<file path="src/rtl/lsu_ctrl_if.sv">
// lsu_ctrl_if: core request/response and data-bus signal bundle for lsu_ctrl
// Ports (all signals, grouped by side):
//   core : req_valid, req_ready, req_we, req_func3, req_addr, req_wdata,
//          rsp_valid, rsp_rdata, rsp_err
//   bus  : bus_req, bus_gnt, bus_we, bus_addr, bus_be, bus_wdata,
//          bus_rvalid, bus_rdata
// slave modport is the load/store unit, master modport is its environment.
interface lsu_ctrl_if #(parameter int DATA_W = 32, parameter int ADDR_W = 32);
  logic              req_valid;
  logic              req_ready;
  logic              req_we;
  logic [2:0]        req_func3;
  logic [ADDR_W-1:0] req_addr;
  logic [DATA_W-1:0] req_wdata;
  logic              rsp_valid;
  logic [DATA_W-1:0] rsp_rdata;
  logic              rsp_err;
  logic              bus_req;
  logic              bus_gnt;
  logic              bus_we;
  logic [ADDR_W-1:0] bus_addr;
  logic [DATA_W/8-1:0] bus_be;
  logic [DATA_W-1:0] bus_wdata;
  logic              bus_rvalid;
  logic [DATA_W-1:0] bus_rdata;
  modport slave (
    input  req_valid, req_we, req_func3, req_addr, req_wdata, bus_gnt, bus_rvalid, bus_rdata,
    output req_ready, rsp_valid, rsp_rdata, rsp_err, bus_req, bus_we, bus_addr, bus_be, bus_wdata
  );
  modport master (
    output req_valid, req_we, req_func3, req_addr, req_wdata, bus_gnt, bus_rvalid, bus_rdata,
    input  req_ready, rsp_valid, rsp_rdata, rsp_err, bus_req, bus_we, bus_addr, bus_be, bus_wdata
  );
endinterface

</file>
<file path="src/rtl/lsu_ctrl.sv">
// lsu_ctrl: multi-cycle load/store unit between core and a req/gnt/rvalid data bus
// Ports: clk, rst_n (async active-low), io (lsu_ctrl_if.slave: core handshake,
//   response, and bus request/grant/response signals).
// Optional feature: define LSU_MISALIGN_EN to complete misaligned accesses
//   (crossing ones in two beats); otherwise misaligned accesses return rsp_err.
module lsu_ctrl #(
  parameter int DATA_W = 32,
  parameter int ADDR_W = 32
) (
  input logic clk,
  input logic rst_n,
  lsu_ctrl_if.slave io
);
  localparam int NB = DATA_W / 8;
  localparam int OW = $clog2(NB);
  typedef enum logic [2:0] {IDLE, REQ1, WAIT1, REQ2, WAIT2, RESP} state_t;
  state_t state;
  logic we_q;
  logic [2:0] f3_q;
  logic [ADDR_W-1:0] addr_q;
  logic [DATA_W-1:0] wdata_q;
  logic [2:0] c_f3;
  logic [ADDR_W-1:0] c_addr;
  logic [DATA_W-1:0] c_wdata;
  logic [OW-1:0] c_off;
  logic [3:0] sz_b;
  logic illegal, bad;
  logic [NB-1:0] be_lo;
  logic [DATA_W-1:0] wd_lo, raw, mask, ld;
  logic sgn;
`ifdef LSU_MISALIGN_EN
  logic [DATA_W-1:0] lo_q, wd_hi;
  logic [NB-1:0] be_hi;
  logic cross;
`else
  logic misal;
`endif
  // In IDLE the beat fields come straight from the request so they can be
  // registered on acceptance; afterwards they come from the captured copy.
  always_comb begin
    c_f3 = state == IDLE ? io.req_func3 : f3_q;
    c_addr = state == IDLE ? io.req_addr : addr_q;
    c_wdata = state == IDLE ? io.req_wdata : wdata_q;
    c_off = c_addr[OW-1:0];
    sz_b = 4'd1 << c_f3[1:0];
    illegal = c_f3 == 3'b111 || (DATA_W == 32 && (c_f3 == 3'b011 || c_f3 == 3'b110));
    be_lo = ~({NB{1'b1}} << sz_b) << c_off;
    wd_lo = c_wdata << {c_off, 3'b000};
`ifdef LSU_MISALIGN_EN
    cross = int'(c_off) + int'(sz_b) > NB;
    be_hi = ~({NB{1'b1}} << sz_b) >> (NB - int'(c_off));
    wd_hi = c_wdata >> (DATA_W - 8 * int'(c_off));
    bad = illegal;
    raw = state == WAIT2 ? (lo_q >> {c_off, 3'b000}) | (io.bus_rdata << (DATA_W - 8 * int'(c_off)))
                         : io.bus_rdata >> {c_off, 3'b000};
`else
    misal = |(c_off & OW'(sz_b - 4'd1));
    bad = illegal | misal;
    raw = io.bus_rdata >> {c_off, 3'b000};
`endif
    // mask covers the access width; its top bit picks the sign bit of raw
    mask = ~({DATA_W{1'b1}} << {sz_b, 3'b000});
    sgn = ~c_f3[2] & |(raw & (mask ^ (mask >> 1)));
    ld = (raw & mask) | ({DATA_W{sgn}} & ~mask);
  end
  always_ff @(posedge clk or negedge rst_n)
    if (!rst_n) begin
      state <= IDLE;
      io.req_ready <= 1'b1;
      io.rsp_valid <= 1'b0;
      io.rsp_rdata <= '0;
      io.rsp_err <= 1'b0;
      io.bus_req <= 1'b0;
      io.bus_we <= 1'b0;
      io.bus_addr <= '0;
      io.bus_be <= '0;
      io.bus_wdata <= '0;
      we_q <= 1'b0;
      f3_q <= '0;
      addr_q <= '0;
      wdata_q <= '0;
`ifdef LSU_MISALIGN_EN
      lo_q <= '0;
`endif
    end else begin
      io.rsp_valid <= 1'b0;
      case (state)
        IDLE: if (io.req_valid) begin
          we_q <= io.req_we;
          f3_q <= io.req_func3;
          addr_q <= io.req_addr;
          wdata_q <= io.req_wdata;
          io.req_ready <= 1'b0;
          if (bad) begin
            state <= RESP;
            io.rsp_valid <= 1'b1;
            io.rsp_err <= 1'b1;
            io.rsp_rdata <= '0;
          end else begin
            state <= REQ1;
            io.bus_req <= 1'b1;
            io.bus_we <= io.req_we;
            io.bus_addr <= {io.req_addr[ADDR_W-1:OW], {OW{1'b0}}};
            io.bus_be <= be_lo;
            io.bus_wdata <= wd_lo;
          end
        end
        REQ1: if (io.bus_gnt) begin
          io.bus_req <= 1'b0;
          state <= WAIT1;
        end
        WAIT1: if (io.bus_rvalid) begin
`ifdef LSU_MISALIGN_EN
          lo_q <= io.bus_rdata;
          if (cross) begin
            state <= REQ2;
            io.bus_req <= 1'b1;
            io.bus_addr <= io.bus_addr + ADDR_W'(NB);
            io.bus_be <= be_hi;
            io.bus_wdata <= wd_hi;
          end else
`endif
          begin
            state <= RESP;
            io.rsp_valid <= 1'b1;
            io.rsp_err <= 1'b0;
            io.rsp_rdata <= we_q ? '0 : ld;
          end
        end
`ifdef LSU_MISALIGN_EN
        REQ2: if (io.bus_gnt) begin
          io.bus_req <= 1'b0;
          state <= WAIT2;
        end
        WAIT2: if (io.bus_rvalid) begin
          state <= RESP;
          io.rsp_valid <= 1'b1;
          io.rsp_err <= 1'b0;
          io.rsp_rdata <= we_q ? '0 : ld;
        end
`endif
        RESP: begin
          state <= IDLE;
          io.req_ready <= 1'b1;
        end
        default: state <= IDLE;
      endcase
    end
endmodule

</file>
<file path="src/flat_wrapper.sv">
// flat-port wrapper written by rule: the top's interface ports become plain ports
module lsu_ctrl_flat 
#(
  parameter int DATA_W = 32,
  parameter int ADDR_W = 32
)
  (clk, rst_n, io_req_valid, io_req_we, io_req_func3, io_req_addr, io_req_wdata, io_bus_gnt, io_bus_rvalid, io_bus_rdata, io_req_ready, io_rsp_valid, io_rsp_rdata, io_rsp_err, io_bus_req, io_bus_we, io_bus_addr, io_bus_be, io_bus_wdata);
  lsu_ctrl_if #(.DATA_W(DATA_W), .ADDR_W(ADDR_W)) io_i ();
  input logic clk;
  input logic rst_n;
  input wire logic [$bits(io_i.req_valid)-1:0] io_req_valid;
  input wire logic [$bits(io_i.req_we)-1:0] io_req_we;
  input wire logic [$bits(io_i.req_func3)-1:0] io_req_func3;
  input wire logic [$bits(io_i.req_addr)-1:0] io_req_addr;
  input wire logic [$bits(io_i.req_wdata)-1:0] io_req_wdata;
  input wire logic [$bits(io_i.bus_gnt)-1:0] io_bus_gnt;
  input wire logic [$bits(io_i.bus_rvalid)-1:0] io_bus_rvalid;
  input wire logic [$bits(io_i.bus_rdata)-1:0] io_bus_rdata;
  output wire logic [$bits(io_i.req_ready)-1:0] io_req_ready;
  output wire logic [$bits(io_i.rsp_valid)-1:0] io_rsp_valid;
  output wire logic [$bits(io_i.rsp_rdata)-1:0] io_rsp_rdata;
  output wire logic [$bits(io_i.rsp_err)-1:0] io_rsp_err;
  output wire logic [$bits(io_i.bus_req)-1:0] io_bus_req;
  output wire logic [$bits(io_i.bus_we)-1:0] io_bus_we;
  output wire logic [$bits(io_i.bus_addr)-1:0] io_bus_addr;
  output wire logic [$bits(io_i.bus_be)-1:0] io_bus_be;
  output wire logic [$bits(io_i.bus_wdata)-1:0] io_bus_wdata;
  assign io_i.req_valid = io_req_valid;
  assign io_i.req_we = io_req_we;
  assign io_i.req_func3 = io_req_func3;
  assign io_i.req_addr = io_req_addr;
  assign io_i.req_wdata = io_req_wdata;
  assign io_i.bus_gnt = io_bus_gnt;
  assign io_i.bus_rvalid = io_bus_rvalid;
  assign io_i.bus_rdata = io_bus_rdata;
  assign io_req_ready = io_i.req_ready;
  assign io_rsp_valid = io_i.rsp_valid;
  assign io_rsp_rdata = io_i.rsp_rdata;
  assign io_rsp_err = io_i.rsp_err;
  assign io_bus_req = io_i.bus_req;
  assign io_bus_we = io_i.bus_we;
  assign io_bus_addr = io_i.bus_addr;
  assign io_bus_be = io_i.bus_be;
  assign io_bus_wdata = io_i.bus_wdata;
  lsu_ctrl #(.DATA_W(DATA_W), .ADDR_W(ADDR_W)) u_core (.clk(clk), .rst_n(rst_n), .io(io_i));
endmodule
</file>
<file path="config.mk">
export PLATFORM = sky130hd
export DESIGN_NAME = lsu_ctrl_flat
export DESIGN_NICKNAME = d
export VERILOG_FILES = /design/src/rtl/lsu_ctrl_if.sv /design/src/rtl/lsu_ctrl.sv /design/src/flat_wrapper.sv
export SDC_FILE = /design/constraint.sdc
export NUM_CORES = 1
export LEC_CHECK = 0
export CAP_MARGIN = 20
export CORE_ASPECT_RATIO = 0.9
export CORE_UTILIZATION = 43
export CTS_CLUSTER_DIAMETER = 120
export CTS_CLUSTER_SIZE = 40
export DETAILED_ROUTE_END_ITERATION = 10
export PLACE_DENSITY = 0.77
export SYNTH_ARGS = -nofsm -noshare
export SYNTH_HDL_FRONTEND = slang
export SYNTH_SLANG_ARGS = --single-unit
</file>
<file path="constraint.sdc">
create_clock -name clk -period 2.15 [get_ports clk]
set_input_delay 0.43 -clock clk [delete_from_list [all_inputs] [get_ports clk]]
set_output_delay 0.43 -clock clk [all_outputs]
set_load 0.1 [all_outputs]
</file>
==> impl_metrics.xml <==
<?xml version="1.0" encoding="UTF-8"?>
<metrics>
  <group name="route">
    <metric name="first_pass_iters" unit="">5</metric>
    <metric name="route.detailed.drc" unit="">0</metric>
    <metric name="via_count_of_the_routed_design" unit="">6039</metric>
    <metric name="drt_wl_total" unit="mm">19.91</metric>
    <metric name="dr.first_iter.drc_count" unit="">427</metric>
    <metric name="route.detailed.wl_per_inst" unit="um">17.34</metric>
    <metric name="viasPerCell" unit="">5.260</metric>
    <metric name="final_antenna_net_count" unit="">0</metric>
  </group>
  <group name="yosys">
    <metric name="yosys.cell_types.count" unit="">47</metric>
    <metric name="seq_area_frac_synth" unit="">0.5033</metric>
    <metric name="netlist.area_leader.share" unit="">0.4997</metric>
    <metric name="synth.ff_latch_count" unit="">144</metric>
    <metric name="most_area_consuming_cells_after_synthesis" unit="">dfrtp_1 (50%), mux2i_1 (10%), mux2_2 (7.7%)</metric>
    <metric name="synth.cells.most_frequent" unit="">nand2_1 (144), dfrtp_1 (143), mux2i_1 (72)</metric>
    <metric name="postSynthAreaPerCell" unit="um2">10.49</metric>
    <metric name="synth-main-ff-cell" unit="">dfrtp_1</metric>
    <metric name="synth-edff-count" unit="">0</metric>
    <metric name="postSynthCellCount" unit="">683</metric>
    <metric name="synth_async_sr_flop_share" unit="">1.000</metric>
    <metric name="yosys_warnings" unit="">0</metric>
    <metric name="post-synth-top-count-cell" unit="">nand2_1</metric>
    <metric name="synth_top_area_cell" unit="">dfrtp_1</metric>
    <metric name="mapped_cell_area" unit="mm2">0.007162</metric>
  </group>
  <group name="die">
    <metric name="fp.dieH" unit="um">124.4</metric>
    <metric name="fp.coreArea" unit="mm2">0.01619</metric>
    <metric name="fp.dieW" unit="um">138.0</metric>
    <metric name="rows" unit="">44</metric>
    <metric name="boundaryPins" unit="">210</metric>
    <metric name="floorplan.initialDensity" unit="">0.4425</metric>
    <metric name="die_outline_area" unit="mm2">0.01718</metric>
  </group>
  <group name="clocking">
    <metric name="latest_clock_arrival_within_the_worst_skew_pair" unit="ps">420</metric>
    <metric name="htree_num_levels" unit="">4</metric>
    <metric name="ctsLongestPathBuffers" unit="">2</metric>
    <metric name="cts_made_buffers" unit="">17</metric>
    <metric name="cts.sinks" unit="">144</metric>
    <metric name="clock_tree_from_tritoncts" unit="">yes</metric>
    <metric name="clockRootBuffer" unit="">clkbuf_16</metric>
    <metric name="clk_transition_reported_paths" unit="ps">60</metric>
  </group>
  <group name="global_route">
    <metric name="grt_start_max_net_pins" unit="">51</metric>
    <metric name="globalRoute.totalOverflow" unit="">0</metric>
    <metric name="antenna_found_initial" unit="">0</metric>
    <metric name="grt_pass1_wl" unit="mm">31.68</metric>
    <metric name="first_global_vias" unit="">5734</metric>
    <metric name="grt_use_total" unit="">0.2353</metric>
  </group>
  <group name="worst_setup_path">
    <metric name="timing.critical_path.required" unit="ps">2510</metric>
    <metric name="arrival" unit="ps">2470</metric>
    <metric name="rr_worst_depth" unit="">8</metric>
    <metric name="critical_path_class" unit="">reg2reg</metric>
    <metric name="critical_path_peak_fanout" unit="">29</metric>
    <metric name="setup.worst_path.end_class" unit="">flop</metric>
    <metric name="setup.worst_path.start_class" unit="">flop</metric>
  </group>
  <group name="sta">
    <metric name="slew_violations" unit="">0</metric>
    <metric name="setup_violations" unit="">0</metric>
    <metric name="final_period_utilization" unit="">0.9817</metric>
    <metric name="fmaxAchievable" unit="MHz">473.8</metric>
    <metric name="grt_setup_unrepaired" unit="">true</metric>
    <metric name="fin_worst_skew" unit="ps">4.987</metric>
    <metric name="period_minus_slack" unit="ps">2111</metric>
    <metric name="hold_viol_final" unit="">0</metric>
  </group>
  <group name="run">
    <metric name="max_cap_violations" unit="">0</metric>
  </group>
  <group name="place">
    <metric name="io_buffer_count" unit="">207</metric>
    <metric name="hpwl" unit="mm">14.80</metric>
    <metric name="globalplace.congestion" unit="">0.8834</metric>
  </group>
  <group name="worst_hold_path">
    <metric name="worst_hold_path_type" unit="">reg2reg</metric>
    <metric name="worstHoldPathCells" unit="">2</metric>
  </group>
  <group name="layout">
    <metric name="nNetsFinal" unit="">1034</metric>
    <metric name="nFillCells" unit="">1320</metric>
    <metric name="antenna-diode-count" unit="">0</metric>
    <metric name="layout-drive-gt1-share" unit="">0.3124</metric>
    <metric name="final_util" unit="">0.6449</metric>
    <metric name="area_delta_synth_final" unit="%">45.74</metric>
  </group>
  <group name="run_status">
    <metric name="status" unit="">finished clean</metric>
  </group>
</metrics>
worst max-delay path, cell delays in order (launching register included):
cell	delay, ps
dfrtp_1	370
or3_4	440
buf_4	170
buf_12	160
mux2i_4	220
buf_6	150
a21oi_1	70
a2111o_1	380
nand3_1	80
stage by stage:
stage	area [um2]	hold WS (ps)	setup WS, ps	std cells	TNS (ps)
floorplan	7179	134.4	-11.27	684	-22.39
global placement	9625	411.1	-282.2	1110	-18420
finish	10440	475.4	39.44	1148	0
detailed placement	9625	412.9	-304.5	1110	-20620
CTS	10290	479.5	0.8251	1142	0
global route	10440	494.6	-21.67	1148	-66.93
cells in the final DEF, fill, tap and decap left out, types with 3 or more instances in the layout:
cell	n
a21oi_1	35
dfrtp_1	143
o21ai_0	10
clkbuf_16	17
mux2_2	49
a22oi_2	3
a211oi_1	25
nand2_1	144
o21ai_1	16
o211ai_1	3
inv_1	3
a22o_1	15
clkinvlp_4	5
or2_2	3
nor2b_1	17
mux2i_2	4
a211oi_2	3
nor2_1	17
nand2b_1	4
buf_4	158
bufinv_16	4
buf_12	11
buf_6	4
a22oi_1	13
o21ai_2	8
clkdlybuf4s50_1	103
a32o_1	8
mux2i_1	66
final timing paths:
kind | startpoint | slack (ps) | endpoint
worst min-delay path | u_core.io.bus_addr[4] | 480 | u_core.io.bus_addr[4]
worst max register to register | u_core.state[2] | 40 | u_core.io.rsp_rdata[15]
min in group asynchronous | rst_n | 520 | u_core.wdata_q[27]
worst max-delay path | u_core.state[2] | 40 | u_core.io.rsp_rdata[15]
max in group asynchronous | rst_n | 940 | u_core.io.rsp_rdata[27]
worst min register to register | u_core.io.bus_addr[4] | 480 | u_core.io.bus_addr[4]
sequential cells by signal, summed over array words and instances, names as in the netlist, 2 cells and up:
register / flops
u_core.addr_q: 2
u_core.wdata_q: 32
u_core.io.bus_wdata: 32
u_core.io.rsp_rdata: 32
u_core.f3_q: 3
u_core.io.bus_addr: 30
u_core.io.bus_be: 4
u_core.state: 3
cells by family (layout without fill, tap and decap cells):
logic type	Yosys count	after routing	synth area share
AND/OR/NAND/NOR	209	209	0.1333
AO/OA/AOI/OAI	151	151	0.1438
flip-flops	144	144	0.5033
multiplexers	122	123	0.1798
buffers and inverters	56	312	0.03931
other	1	2	0.0005236
area by class of cell:
class,instances,area (um2),area share
flip-flops and latches,144,3605,0.3454
multi-input cells,485,3418,0.3275
repair buffers,278,2507,0.2402
clock buffers,19,452.9,0.04339
well taps,207,259.0,0.02481
clock inverters,12,183.9,0.01762
inverters,3,11.26,0.001079
routing by layer:
metal	track usage	up-vias	routed length (um)
met1	0.3411	2896	9508
met2	0.3471	190	8942
met5	0	-	0
met3	0.04998	24	1069
li1	-	2929	-
met4	0.08209	0	387
timing repair:
action / in CTS / in global routing
endpoints found under the hold margin: 47 / 0
setup endpoints to repair: 35 / 36
setup buffers: 0 / 4
hold buffers: 1 / 0
gates resized for setup: 4 / 26
pin swaps: 0 / 3
cloned: 0 / 2
Power is not shown: default switching activity piles up to over one toggle a cycle in this logic, so the estimate is an artifact.
